==> src/rtl/i_fill_pkg.sv <==
// Shared definitions for the instruction-cache line-fill block.
package i_fill_pkg;
  localparam int LINE_W         = 128;
  localparam int WORD_W         = 32;
  localparam int WORDS_PER_LINE = 4;
  localparam int TAG_W          = 28;

  localparam logic [1:0] ST_IDLE  = 2'd0;
  localparam logic [1:0] ST_FETCH = 2'd1;
  localparam logic [1:0] ST_DONE  = 2'd2;
endpackage

==> src/rtl/i_mem_fill_if.sv <==
// Word-read memory bus between the line-fill engine (master) and memory (slave).
interface i_mem_fill_if;
  import i_fill_pkg::*;

  logic              mem_rd;
  logic [WORD_W-1:0] mem_addr;
  logic              mem_ack;
  logic [WORD_W-1:0] mem_rdata;

  modport master (output mem_rd, mem_addr, input mem_ack, mem_rdata);
  modport slave  (input mem_rd, mem_addr, output mem_ack, mem_rdata);
endinterface

==> src/rtl/i_fill_linebuf.sv <==
// One-line refill buffer: tag, valid bit, line data and the lookup compare.
module i_fill_linebuf
  import i_fill_pkg::*;
(
  input  logic              clk,
  input  logic              rst_n,
  input  logic              inv,
  input  logic              wr_en,
  input  logic [TAG_W-1:0]  wr_tag,
  input  logic [LINE_W-1:0] wr_data,
  input  logic [TAG_W-1:0]  lookup_tag,
  output logic              hit,
  output logic [LINE_W-1:0] rd_data
);
  logic              valid;
  logic [TAG_W-1:0]  tag;
  logic [LINE_W-1:0] data;

  // An invalidate in the same cycle as a write leaves the buffer empty.
  always_ff @(posedge clk) begin
    if (!rst_n)     valid <= 1'b0;
    else if (inv)   valid <= 1'b0;
    else if (wr_en) valid <= 1'b1;
  end

  always_ff @(posedge clk) begin
    if (wr_en) begin
      tag  <= wr_tag;
      data <= wr_data;
    end
  end

  assign hit     = valid && (tag == lookup_tag);
  assign rd_data = data;
endmodule

==> src/rtl/i_mem_fill.sv <==
// Instruction-cache line-fill engine: fetches four words per miss, serves repeats from a line buffer.
module i_mem_fill
  import i_fill_pkg::*;
#(
  parameter int BUF_EN   = 1,
  parameter int MAX_WAIT = 15
) (
  input  logic              clk,
  input  logic              rst_n,
  input  logic              req,
  input  logic [31:0]       addr,
  input  logic              inv,
  output logic [LINE_W-1:0] line_out,
  output logic              ready,
  output logic              busy,
  output logic              err,
  i_mem_fill_if.master      mem
);
  localparam int WW = $clog2(MAX_WAIT + 1);

  logic [1:0]              state;
  logic [1:0]              cnt;
  logic [WW-1:0]           wcnt;
  logic [31:0]             base;
  logic                    miss;
  logic [3*WORD_W-1:0]     line_asm;
  logic                    lb_hit;
  logic [LINE_W-1:0]       lb_data;
  logic                    hit;

  i_fill_linebuf u_linebuf (
    .clk        (clk),
    .rst_n      (rst_n),
    .inv        (inv),
    .wr_en      ((state == ST_DONE) && miss && (BUF_EN != 0)),
    .wr_tag     (base[31:4]),
    .wr_data    (line_out),
    .lookup_tag (addr[31:4]),
    .hit        (lb_hit),
    .rd_data    (lb_data)
  );

  assign hit          = (BUF_EN != 0) && lb_hit;
  assign ready        = (state == ST_DONE);
  assign busy         = (state != ST_IDLE);
  assign mem.mem_rd   = (state == ST_FETCH);
  assign mem.mem_addr = base + {28'd0, cnt, 2'b00};

  always_ff @(posedge clk) begin
    if (!rst_n) begin
      state    <= ST_IDLE;
      cnt      <= 2'd0;
      wcnt     <= '0;
      base     <= 32'd0;
      miss     <= 1'b0;
      err      <= 1'b0;
      line_out <= '0;
    end else begin
      case (state)
        ST_IDLE: begin
          if (req) begin
            if (hit) begin
              miss     <= 1'b0;
              line_out <= lb_data;
              state    <= ST_DONE;
            end else begin
              base  <= addr & 32'hFFFF_FFF0;
              cnt   <= 2'd0;
              wcnt  <= '0;
              miss  <= 1'b1;
              state <= ST_FETCH;
            end
          end
        end
        ST_FETCH: begin
          if (mem.mem_ack) begin
            wcnt <= '0;
            cnt  <= cnt + 2'd1;
            if (cnt == 2'(WORDS_PER_LINE - 1)) begin
              line_out <= {mem.mem_rdata, line_asm};
              state    <= ST_DONE;
            end
          // Timeout abandons the fill: no ready pulse and no buffer update.
          end else if (wcnt == WW'(MAX_WAIT - 1)) begin
            err   <= 1'b1;
            state <= ST_IDLE;
          end else begin
            wcnt <= wcnt + WW'(1);
          end
        end
        ST_DONE: state <= ST_IDLE;
        default: state <= ST_IDLE;
      endcase
    end
  end

  // Words 0..2 are staged here; word 3 goes straight into line_out with them.
  always_ff @(posedge clk) begin
    if ((state == ST_FETCH) && mem.mem_ack) begin
      case (cnt)
        2'd0:    line_asm[31:0]  <= mem.mem_rdata;
        2'd1:    line_asm[63:32] <= mem.mem_rdata;
        2'd2:    line_asm[95:64] <= mem.mem_rdata;
        default: ;
      endcase
    end
  end
endmodule

==> src/flat_wrapper.sv <==
// flat-port wrapper written by rule: the top's interface ports become plain ports
module i_mem_fill_flat import i_fill_pkg::*;
#(
  parameter int BUF_EN   = 1,
  parameter int MAX_WAIT = 15
)
  (clk, rst_n, req, addr, inv, line_out, ready, busy, err, mem_mem_rd, mem_mem_addr, mem_mem_ack, mem_mem_rdata);
  i_mem_fill_if mem_i ();
  input  logic clk;
  input  logic rst_n;
  input  logic req;
  input  logic [31:0] addr;
  input  logic inv;
  output logic [LINE_W-1:0] line_out;
  output logic ready;
  output logic busy;
  output logic err;
  output wire logic [$bits(mem_i.mem_rd)-1:0] mem_mem_rd;
  output wire logic [$bits(mem_i.mem_addr)-1:0] mem_mem_addr;
  input wire logic [$bits(mem_i.mem_ack)-1:0] mem_mem_ack;
  input wire logic [$bits(mem_i.mem_rdata)-1:0] mem_mem_rdata;
  assign mem_mem_rd = mem_i.mem_rd;
  assign mem_mem_addr = mem_i.mem_addr;
  assign mem_i.mem_ack = mem_mem_ack;
  assign mem_i.mem_rdata = mem_mem_rdata;
  i_mem_fill #(.BUF_EN(BUF_EN), .MAX_WAIT(MAX_WAIT)) u_core (.clk(clk), .rst_n(rst_n), .req(req), .addr(addr), .inv(inv), .line_out(line_out), .ready(ready), .busy(busy), .err(err), .mem(mem_i));
endmodule
==> config.mk <==
export PLATFORM = sky130hd
export DESIGN_NAME = i_mem_fill_flat
export DESIGN_NICKNAME = d
export VERILOG_FILES = /design/src/rtl/i_fill_pkg.sv /design/src/rtl/i_mem_fill_if.sv /design/src/rtl/i_fill_linebuf.sv /design/src/rtl/i_mem_fill.sv /design/src/flat_wrapper.sv
export SDC_FILE = /design/constraint.sdc
export NUM_CORES = 1
export LEC_CHECK = 0
export BUFFER_PORTS_ARGS = -buffer_cell sky130_fd_sc_hd__buf_4
export CAP_MARGIN = 20
export CELL_PAD_IN_SITES_DETAIL_PLACEMENT = 2
export CELL_PAD_IN_SITES_GLOBAL_PLACEMENT = 2
export CORE_MARGIN = 2
export CORE_UTILIZATION = 27
export CTS_CLUSTER_SIZE = 30
export DETAILED_ROUTE_END_ITERATION = 7
export PLACE_DENSITY_LB_ADDON = 0.1
export SKIP_LAST_GASP = 1
export SLEW_MARGIN = 20
export SYNTH_ARGS = -nofsm -noshare
export SYNTH_HDL_FRONTEND = slang
export SYNTH_SLANG_ARGS = --single-unit
==> constraint.sdc <==
create_clock -name clk -period 12 [get_ports clk]
set_input_delay 1.2 -clock clk [delete_from_list [all_inputs] [get_ports clk]]
set_output_delay 1.2 -clock clk [all_outputs]
set_load 0.02 [all_outputs]
After elaboration in Yosys (flattened, before gate mapping)
Index checks and enable logic that the tools add are counted.
{"block": "totals", "regBits": 419, "in_bits": 69, "out_inout_bits": 164, "word_cells": 73}
{"block": "classes", "add_sub_neg": 3, "eq_ne": 15, "mux": 21, "n_bitwise": 3, "n_reduce_logical": 18}
{"operator": "$mux W128", "n": 4}
{"operator": "$pmux W128 S2", "n": 1}
{"operator": "$add A32 B4 Y32", "n": 1}
{"operator": "$eq A28 B28 Y1", "n": 1}
{"operator": "$mux W2", "n": 8}
{"operator": "$mux W4", "n": 4}
{"operator": "$reduce_and A3 Y1", "n": 3}
{"operator": "$pmux W2 S2", "n": 2}
{"operator": "$pmux W4 S2", "n": 1}
{"operator": "$reduce_and A2 Y1", "n": 4}
{"operator": "$reduce_and A4 Y1", "n": 2}
{"operator": "$eq A2 B2 Y1 const B", "n": 3}
{"operator": "$ne A2 B1 Y1 const B", "n": 3}
{"operator": "$reduce_and A5 Y1", "n": 1}
{"operator": "$add A4 B1 Y4 const B", "n": 1}
{"operator": "$eq A2 B1 Y1 const B", "n": 2}
{"operator": "$eq A4 B4 Y1 const B", "n": 1}
{"operator": "$logic_not A2 Y1", "n": 2}
{"operator": "$ne A2 B2 Y1 const B", "n": 2}
{"operator": "$reduce_bool A2 Y1", "n": 2}
{"operator": "$logic_and A1 B1 Y1", "n": 3}
{"operator": "$ne A3 B1 Y1 const B", "n": 1}
{"operator": "$ne A3 B2 Y1 const B", "n": 1}
{"operator": "$ne A3 B3 Y1 const B", "n": 1}
{"operator": "4 further kinds", "n": 6}

Longest topological paths before layout
Gate-level depths: netlist of the first run.
{"block": "depth", "depth_word": 5, "depth_mapped": 9, "ltp_nobuf": 7}

Modules after synthesis
Synthesis of the first run repeated with hierarchy kept, for this count alone.
{"block": "unflattened", "cells_unflattened": 1216, "area_unflattened_um2": 15962.8}
{"mod": "i_mem_fill", "instances": 1, "cells_per_inst": 1019, "area_per_inst_um2": 10935.5, "seq_area_each_um2": 6206.0}
{"mod": "i_fill_linebuf", "instances": 1, "cells_per_inst": 197, "area_per_inst_um2": 5027.3, "seq_area_each_um2": 4704.5}

Least setup slack after synthesis of the first run
OpenSTA, ideal clock, no wires.
{"block": "synth_timing", "path_type": "reg-to-reg", "from": "register u_core.state[0]", "to": "register u_core.u_linebuf.data[0], in the netlist u_core.u_linebuf.rd_data[0], enable pin", "setup_time_ns": 0.535, "arrival_ns": 4.505, "t_required_ns": 11.465, "setup_slack_ns": 6.959, "stages_incl_launch_ff": 4, "n_path_buf": 1, "period_less_slack_ns": 5.041, "path_cell_list": "dfxtp_1 -> clkbuf_1 -> nor2b_1 -> and2_1"}
{"block": "synth_via", "elab_chain_cells": 2}
{"element": "start: declaration", "line_no": "i_mem_fill.sv:21", "text": "logic [1:0] state;"}
{"element": "start signal: assignment", "line_no": "i_mem_fill.sv:51", "text": "state <= ST_IDLE;"}
{"element": "start signal: assignment", "line_no": "i_mem_fill.sv:65", "text": "state <= ST_DONE;"}
{"element": "start signal: assignment", "line_no": "i_mem_fill.sv:71", "text": "state <= ST_FETCH;"}
{"element": "$eq A2 B2 Y1"}
{"element": "net ready", "line_no": "flat_wrapper.sv:15", "text": "output logic ready;"}
{"element": "$logic_and A1 B1 Y1", "line_no": "i_mem_fill.sv:35", "text": ".wr_en ((state == ST_DONE) && miss && (BUF_EN != 0)),"}
{"element": "net u_core.u_linebuf.wr_en", "line_no": "i_fill_linebuf.sv:8", "text": "input logic wr_en,"}
{"element": "end signal: assignment", "line_no": "i_fill_linebuf.sv:29", "text": "data <= wr_data;"}
{"element": "end: declaration", "line_no": "i_fill_linebuf.sv:17", "text": "logic [LINE_W-1:0] data;"}
The timed path passes the listed nets, and every way through them passes these cells.
A chain may end at the register's enable or synchronous reset.

Final worst setup path of the first run
{"block": "layout_timing", "from": "register u_core.state[1]", "to": "register u_core.line_out[57]"}
{"block": "layout_via", "elab_chain_cells": 3, "word_cells_on_any_way": 9, "classes_between": "5 x eq/ne; 1 x mux; 3 x reduce/logical"}
{"element": "$eq A2 B1 Y1 / $logic_not A2 Y1 (equally long branches)", "line_no": "i_mem_fill.sv:59", "text": "case (state)"}
{"element": "$ne A2 B1 Y1 (no source line) (tied with other cells)"}
{"element": "$reduce_and A5 Y1 (no source line)"}
{"element": "end signal: assignment", "line_no": "i_mem_fill.sv:64", "text": "line_out <= lb_data;"}
{"element": "end signal: assignment", "line_no": "i_mem_fill.sv:80", "text": "line_out <= {mem.mem_rdata, line_asm};"}
{"element": "end: declaration", "line_no": "i_mem_fill.sv:13", "text": "output logic [LINE_W-1:0] line_out,"}
Several ways; a longest one is shown, not always the timed one.

==> impl_metrics.toml, run 1 <==
[yosys]
synth_adder_area_share_pct = 0.391
synth_cell_types = 40
synth_area_per_cell_um2 = 11.2
synth_commonest_cells = "edfxtp_1, dfxtp_1, mux2i_1"
synth_compound_gate_area_share_pct = 10.8
synthCells = 1716
yosysWarningCount = 0
synth-simple-area-share_pct = 17.7
synth_top_area_share_pct = 39.4
ys_ff_latch = 419
syn_area_mm2 = 0.0192
synth_top_family_by_area = "simple AND/OR/NAND/NOR gates"
synth_top_area_cell = "edfxtp_1"
synth_edf_count = 252
ys_seq_area_share_pct = 56.8
synth_top_cells_by_area = "edfxtp_1, dfxtp_1, mux2i_1, nand4b_1, o2111ai_1"
synth-async-reset-ratio_pct = 0
synth.area.mux_share_pct = 8.13
synth_xor_area_share_pct = 1.28
synth.most_common_cell = "edfxtp_1"
ys.flop_type = "edfxtp_1"

[sta]
whs_ns = 0.458
worst_clock_skew_ns = 0.0212
worstMarginPinSlew_ns = 1.28
slew_viol_final = 0
max_freq_mhz = 248
timing.final.crit_period_ns = 4.04
grt_setup_unrepaired = "no"
fin_crit_sh_pct = 33.7
setup_viol = 0
setup_tns_ns = 0
hold_viol = 0
slew_headroom_pct = 14.6

[clocking]
post_cts_buffers = 0
post_cts_resize_count = 0
cts_tree = "done"
numCtsBuffers = 53
clk_pin_slew_ns = 0.06
cts_buffer_depth = 3
cts.sinks = 419
htree_levels = 2
root_buffer = "clkbuf_16"
clk_latency_ns = 0.61
cts_hold_repair.buffers = 0

[drt]
drc = 0
viasPerCell = 5.55
vias = 15600
drtAntennaViolNets = 0
drtIter0Drc = 977
wirelength_mm = 78.1
dr.pass1.iters = 5
avgRoutedWirePerCell_um = 27.8

[critical_path]
cp-endpoint = "u_core.line_out[57]$_SDFFE_PN0P_"
rr_startpoint = "u_core.state[1]$_SDFFE_PN0P_"
worst_setup_path_end_kind = "flop"
cp.arrival_ns = 4.52
r2r-end = "u_core.line_out[57]$_SDFFE_PN0P_"
cpMostUsedCell = "buf_4"
cp_cell_sequence = "nor2_4 > buf_12 > inv_1 > nand2_4 > buf_4 > buf_4 > nor3_1 > a31oi_1 > nand3_1"
r2r_slack_ns = 7.96
rr_worst_depth = 9
cp_max_fo = 131
crit_slowest_cell = "buf_4"
cp.required_ns = 12.48
cp-start-kind = "flop"
timing.setup.critical_path_class = "reg -> reg"
cpPeakStageDelay_ns = 0.74
startpoint = "u_core.state[1]$_SDFFE_PN0P_"

[global_route]
grt_max_degree = 230
antenna_found_initial = 15
grt_pass1_vias = 16700
gr-total-overflow = 0
grt_pass1_wl_mm = 115
grtUsageTotal_pct = 20.8

[finish]
fin_area_mm2 = 0.0231
num-nets-final = 1896
fillers = 7444
area_delta_synth_final_pct = 20.3
multi_input_area_mm2 = 0.00740
seq_area_mm2 = 0.0109
finalNonFillerCells = 2806
drive_above_1_share_pct = 17.8

[placement]
postPlaceCellArea_mm2 = 0.0214
port_buffers = 226
dp_hpwl_mm = 43.4
routabilityCongestion = 0.727
dp.cells = 2706

[pwr]
leakagePower_nw = 8.21
ir_worst_vdd_mv = 0.0986
power_density_mw_per_mm2 = 162

[floorplan]
fp.dieArea_mm2 = 0.0733
rows = 97
num_io_pins = 233
start_util_pct = 27.3
die_w_um = 271
die_h_um = 271
fp.coreArea_mm2 = 0.0703

[status]
outcome = "completed"

[run]
max_cap_viol_count = 0

[worst_hold_path]
min_path_type = "reg -> reg"
[cell type report]
| type | count | share of cell area, % |
|---|---|---|
| sequential | 419 | 47.2 |
| timing repair buffer | 247 | 8.33 |
| tap | 940 | 5.09 |
| antenna | 1 | 0.0108 |
| clock buffer | 74 | 6.17 |
| multi-input combinational | 1094 | 32.0 |
| clock inverter | 25 | 1.06 |
| inverter | 6 | 0.108 |
[worst min path at each step]
stage | startpoint | end | slack, ns | depth (start not counted)
after detailed placement | u_core.base[24]$_SDFFE_PN0P_ | u_core.u_linebuf.tag[20]$_DFFE_PP_ | 0.45 | 0
after floorplan | u_core.miss$_SDFFE_PN0P_ | u_core.miss$_SDFFE_PN0P_ | 0.43 | 2
after global routing | u_core.base[5]$_SDFFE_PN0P_ | u_core.u_linebuf.tag[1]$_DFFE_PP_ | 0.47 | 0
final | u_core.base[10]$_SDFFE_PN0P_ | u_core.u_linebuf.tag[6]$_DFFE_PP_ | 0.46 | 0
after global placement | u_core.base[14]$_SDFFE_PN0P_ | u_core.u_linebuf.tag[10]$_DFFE_PP_ | 0.44 | 0
after CTS | u_core.base[10]$_SDFFE_PN0P_ | u_core.u_linebuf.tag[6]$_DFFE_PP_ | 0.46 | 0
[kinds of logic (layout without fill, tap and decap cells)]
group / after synthesis / in the layout
flops: 419 / 419
other cells: 1 / 3
simple gates: 623 / 623
buf+inv: 204 / 352
xor+xnor: 28 / 28
mux: 156 / 156
fa+ha+maj: 6 / 6
compound gates: 279 / 279
[where the power goes]
group	switching (mW)	total, mW	internal [mW]
sequential	0.0639	1.66	1.59
clock	0.650	1.58	0.932
combinational	0.326	0.498	0.171
total	1.04	3.74	2.70
[critical path, delay by kind of cell (launching register included)]
kind	cells	cell delay, ns
compound gates	1	0.20
buf+inv	4	2.21
flops	1	0.43
simple gates	4	0.89
[layer usage]
layer / part of all wire, % / track usage [%] / vias to the layer above
met3: 4.9 / 3.50 / 96
met4: 2.9 / 6.41 / 0
met5: 0 / 0 / -
met1: 44 / 27.8 / 8252
met2: 48 / 34.2 / 323
li1: - / - / 6898
[flip-flops by register name, summed over array words and instances (netlist names)]
| register | flops |
|---|---|
| u_core.u_linebuf.tag | 28 |
| u_core.u_linebuf.valid | 1 |
| u_core.state | 2 |
| u_core.line_asm | 96 |
| u_core.base | 28 |
| u_core.cnt | 2 |
| u_core.u_linebuf.rd_data | 128 |
| u_core.line_out | 128 |
| u_core.miss | 1 |
| u_core.wcnt | 4 |
| u_core.err | 1 |
[layout by cell type (no fill, tap or decap), types with 3 or more instances in the layout]
cell type	instances
bufinv_16	5
nor2_1	138
xnor2_1	28
nand4b_1	128
o21ai_0	5
nand2_1	64
buf_4	241
ha_1	6
nor4_2	3
nand4_1	9
clkinv_1	10
buf_12	5
clkinv_2	8
nor3_1	130
clkbuf_1	19
and3_2	3
inv_1	5
o2111ai_1	128
nor2b_1	4
mux2i_1	156
a31oi_1	132
a21oi_1	5
clkbuf_16	53
edfxtp_1	252
dfxtp_1	166
nand3_1	133
[stage by stage]
| step | utilization (%) | worst slack, ns | power [mW] |
|---|---|---|---|
| floorplan | - | 6.96 | 1.95 |
| detailed placement | 30.5 | 7.73 | 2.19 |
| global route | 32.9 | 7.72 | 3.89 |
| global placement | 30.5 | 7.72 | 2.18 |
| finish | 32.9 | 7.96 | 3.74 |
| CTS | 32.9 | 7.89 | 3.80 |
(Power assumes the default switching activity.)
==> run 2: changes to the inputs <==
==> constraint.sdc (replaced) <==
create_clock -name clk -period 4.05 [get_ports clk]
set_input_delay 0.405 -clock clk [delete_from_list [all_inputs] [get_ports clk]]
set_output_delay 0.405 -clock clk [all_outputs]
set_load 0.02 [all_outputs]
==> impl_metrics.toml, run 2 (synthesis results as in run 1) <==
[sta]
slew_headroom_pct = 19.8
setup_viol = 0
worst_clock_skew_ns = 0.0309
fin_crit_sh_pct = 66.5
worstMarginPinSlew_ns = 1.20
hold_viol = 0
setup_tns_ns = 0
slew_viol_final = 0
grt_setup_unrepaired = "no"
max_freq_mhz = 372
setup_ws_ns = 1.36
timing.final.crit_period_ns = 2.69

[global_route]
grt_max_degree = 213
grt_pass1_wl_mm = 115
antenna_found_initial = 6
gr-total-overflow = 0
grtUsageTotal_pct = 20.8
grt_pass1_vias = 16800

[floorplan]
fp.coreArea_mm2 = 0.0703
rows = 97
num_io_pins = 233
die_w_um = 271
fp.dieArea_mm2 = 0.0733
start_util_pct = 27.3
die_h_um = 271

[clocking]
numCtsBuffers = 53
post_cts_buffers = 0
cts_tree = "done"
root_buffer = "clkbuf_16"
cts_hold_repair.buffers = 3
clk_pin_slew_ns = 0.06
post_cts_resize_count = 0
cts_buffer_depth = 3
clk_latency_ns = 0.62
cts.sinks = 419
htree_levels = 2

[pwr]
ir_worst_vdd_mv = 0.319
power_mw = 11.1
power_density_mw_per_mm2 = 473
leakagePower_nw = 8.35

[critical_path]
cp.required_ns = 4.57
worst_setup_path_end_kind = "flop"
cp.arrival_ns = 3.21
cp-start-kind = "flop"
cp_max_fo = 20
timing.setup.critical_path_class = "reg -> reg"

[drt]
drtAntennaViolNets = 0
drc = 0
vias = 15700
drtIter0Drc = 932
wirelength_mm = 77.9
dr.pass1.iters = 5
avgRoutedWirePerCell_um = 27.6
viasPerCell = 5.55

[finish]
drive_above_1_share_pct = 18.6
num-nets-final = 1910
mostFrequentLayoutCell = "edfxtp_1"
final_cell_mix = "edfxtp_1, buf_4, dfxtp_1, mux2i_1, nor2_1"
area_delta_synth_final_pct = 21.8

[placement]
port_buffers = 226
routabilityCongestion = 0.722
dpl_worst_slack_ns = 1.14
dp_hpwl_mm = 44.4

[status]
outcome = "completed"

[run]
max_cap_viol_count = 0

[worst_hold_path]
min_path_type = "in -> reg"
## run 2: cell count changes in the layout (fill, tap and decap cells not counted), sizes merged
cell | before | now
bufinv | 5 | 2
buf | 247 | 258
dlygate4sd3 | 0 | 3
clkinv | 18 | 14
inv | 8 | 7
clkbuf | 74 | 81
## run 2: layer usage
metal | routed length, um | GRT usage, % | share of wire [%]
met4 | 2170 | 6.25 | 2.8
met3 | 3530 | 3.81 | 4.5
met2 | 37000 | 34.5 | 48
met1 | 35200 | 27.6 | 45
met5 | 13 | 0 | 0.017
## run 2: worst paths after layout
kind	startpoint	end	slack, ns	depth (start not counted)
setup / recovery	u_core.u_linebuf.tag[6]$_DFFE_PP_	u_core.base[14]$_SDFFE_PN0P_	1.36	6
hold / removal	mem_mem_rdata[20]	u_core.line_asm[52]$_DFFE_PP_	0.06	1
setup reg to reg	u_core.u_linebuf.tag[6]$_DFFE_PP_	u_core.base[14]$_SDFFE_PN0P_	1.36	6
hold reg to reg	u_core.base[6]$_SDFFE_PN0P_	u_core.u_linebuf.tag[2]$_DFFE_PP_	0.46	0
## run 2: report_power, final
group	total, mW	internal, mW	switching [mW]
clock	4.67	2.71	1.96
sequential	4.93	4.72	0.208
combinational	1.47	0.523	0.950
total	11.1	7.95	3.11
## run 2: layout make-up
class                      instances  area, um^2
fill                            7441       46900
antenna                            1        2.50
clock inverter                    17         161
timing repair buffer             261        2200
clock buffer                      81        1520
inverter                           6        25.0
multi-input combinational       1094        7400
sequential                       419       10900
tap                              940        1180
## run 2: per-stage QoR
stage,cells,hold WS [ns],util (%),cell area (um^2)
after detailed placement,2717,0.449,30.9,21700
after CTS,2818,0.0150,33.3,23400
after global placement,2717,0.439,30.9,21700
after global routing,2818,0.0293,33.3,23400
after floorplan,1717,0.432,-,19200
final,2819,0.0578,33.3,23400
## run 2: critical path, cell delays in order (launching register included)
cell      delay (ns)
edfxtp_1        0.37
xnor2_1         0.31
nand4_1         0.28
nor4_1          0.56
a21o_1          0.57
buf_12          0.27
mux2i_1         0.23
==> run 3: changes to the inputs <==
--- a/config.mk
+++ b/config.mk
@@ -5,6 +5,7 @@
 export SDC_FILE = /design/constraint.sdc
 export NUM_CORES = 1
 export LEC_CHECK = 0
+export ABC_AREA = 1
 export BUFFER_PORTS_ARGS = -buffer_cell sky130_fd_sc_hd__buf_4
 export CAP_MARGIN = 20
 export CELL_PAD_IN_SITES_DETAIL_PLACEMENT = 2
==> constraint.sdc (replaced) <==
create_clock -name clk -period 2.6 [get_ports clk]
set_input_delay 0.26 -clock clk [delete_from_list [all_inputs] [get_ports clk]]
set_output_delay 0.26 -clock clk [all_outputs]
set_load 0.02 [all_outputs]
==> impl_metrics.toml, run 3 <==
[finish]
drive_above_1_share_pct = 17.4
finalNonFillerCells = 3051
num-nets-final = 2236
mostFrequentLayoutCell = "nand2_1"
final_cell_mix = "nand2_1, nor2_1, edfxtp_1, buf_4, inv_1"
num_antenna_cells = 0
area_delta_synth_final_pct = 28.3

[global_route]
grt_pass1_vias = 14100
grtUsageTotal_pct = 17.2
gr-total-overflow = 0
antenna_found_initial = 5
grt_pass1_wl_mm = 84.6
grt_max_degree = 133

[critical_path]
cpPeakStageDelay_ns = 0.57
cp-start-kind = "flop"
worst_setup_path_end_kind = "output pin"
cp.required_ns = 2.34
cp_cell_sequence = "inv_2 > nor2_4 > buf_12 > buf_4"
cp_max_fo = 131
crit_slowest_cell = "buf_12"
cp.arrival_ns = 2.08
timing.setup.critical_path_class = "reg -> out"

[sta]
setup_tns_ns = 0
worstMarginPinSlew_ns = 0.762
fin_crit_sh_pct = 89.8
timing.final.crit_period_ns = 2.34
grt_setup_unrepaired = "no"
worst_clock_skew_ns = 0.0231
slew_viol_final = 0
hold_viol = 0
setup_viol = 0
max_freq_mhz = 428
slew_headroom_pct = 49.2

[clocking]
root_buffer = "clkbuf_16"
numCtsBuffers = 52
cts.sinks = 419
cts_tree = "done"
post_cts_resize_count = 0
cts_hold_repair.buffers = 52
clk_pin_slew_ns = 0.05
htree_levels = 2
post_cts_buffers = 0
cts_buffer_depth = 3
clk_latency_ns = 0.59

[yosys]
synth_top_area_share_pct = 44.5
yosysWarningCount = 0
ys_seq_area_share_pct = 64.1
synth_top_cells_by_area = "edfxtp_1, dfxtp_1, nand2_1, nor2_1, inv_1"
synth_commonest_cells = "nand2_1, nor2_1, edfxtp_1"
synth.area.mux_share_pct = 0
synth.most_common_cell = "nand2_1"
synth_top_area_cell = "edfxtp_1"
synth_adder_area_share_pct = 0.441
synth_edf_count = 252
synth-async-reset-ratio_pct = 0
synth_cell_types = 26
ys_ff_latch = 419
syn_area_mm2 = 0.0170
synth-simple-area-share_pct = 26.2
synth_area_per_cell_um2 = 8.96
synth_compound_gate_area_share_pct = 1.13
synth_xor_area_share_pct = 0.875
synthCells = 1898
synth_top_family_by_area = "simple AND/OR/NAND/NOR gates"
ys.flop_type = "edfxtp_1"

[floorplan]
fp.dieArea_mm2 = 0.0650
fp.coreArea_mm2 = 0.0626
die_h_um = 255
num_io_pins = 233
rows = 92
die_w_um = 255
start_util_pct = 27.2

[worst_hold_path]
min_path_type = "in -> reg"

[pwr]
ir_worst_vdd_mv = 0.422
power_mw = 17.2
power_density_mw_per_mm2 = 788
leakagePower_nw = 10.0

[placement]
routabilityCongestion = 0.724
port_buffers = 226
dp_hpwl_mm = 35.1
dp.cells = 2901

[drt]
drtAntennaViolNets = 0
drtIter0Drc = 468
avgRoutedWirePerCell_um = 18.4
viasPerCell = 4.28
dr.pass1.iters = 4
vias = 13100
wirelength_mm = 56.1
drc = 0

[status]
outcome = "completed"

[run]
max_cap_viol_count = 0
-- run 3: cell types whose count changed in the layout (fill, tap and decap cells not counted), moves of 128 or more --
cell       before  now
mux2i_1       156    0
nand4b_1      128    0
nor3_1        130    0
a31oi_1       132    0
nand2_1        64  707
nor2_1        138  320
o2111ai_1     128    0
inv_1           5  192
-- run 3: cell type report --
cell class | instances | area (um^2)
Clock inverter | 22 | 183
Sequential cell | 419 | 10900
Tap cell | 846 | 1060
Timing Repair Buffer | 296 | 2480
Multi-Input combinational cell | 1194 | 4920
Clock buffer | 76 | 1510
Fill cell | 7034 | 40800
Inverter | 198 | 749
-- run 3: final timing paths --
| path | endpoint | slack [ns] | start | depth (start not counted) |
|---|---|---|---|---|
| worst max-delay path | mem_mem_rd | 0.26 | u_core.state[0]$_SDFFE_PN0P_ | 4 |
| worst min-delay path | u_core.base[26]$_SDFFE_PN0P_ | 0.03 | addr[26] | 5 |
| worst max register to register | u_core.line_out[74]$_SDFFE_PN0P_ | 0.40 | u_core.u_linebuf.tag[14]$_DFFE_PP_ | 11 |
| worst min register to register | u_core.u_linebuf.rd_data[67]$_DFFE_PP_ | 0.46 | u_core.line_out[67]$_SDFFE_PN0P_ | 0 |
-- run 3: power breakdown --
part	internal, mW	switching [mW]
logic	0.821	1.55
registers	7.39	0.222
clock network	4.31	2.91
-- run 3: metrics by stage --
stage          hold WS [ns]  setup WS, ns  area [um^2]  utilization (%)
2_1_floorplan         0.338        -0.630        17000                -
3_3_place_gp          0.427         0.461        19600             31.3
3_5_place_dp          0.433         0.389        19600             31.3
4_1_cts            0.000108         0.186        21800             34.8
5_1_grt              0.0375         0.139        21800             34.8
6_report             0.0282         0.264        21800             34.8
-- run 3: kinds of logic after synthesis --
kind of cell / count (synthesis)
buffers and inverters: 286
other: 1
adder cells (fa/ha/maj): 6
AND/OR/NAND/NOR: 1132
flip-flops: 419
XOR/XNOR: 17
AO/OA/AOI/OAI: 37
-- run 3: routing by layer --
metal	track usage [%]	part of all wire (%)	wire length, um	vias up
met5	0	0	0	-
met4	3.63	1.7	926	0
met3	3.99	4.8	2670	58
met2	29.2	48	26700	182
met1	22.4	46	25800	6471
li1	-	-	-	6358
-- run 3: critical path: cells and delay by family (launching register included) --
family	cells	cell delay (ns)
flip-flops	1	0.37
buffers and inverters	3	0.89
AND/OR/NAND/NOR	1	0.16
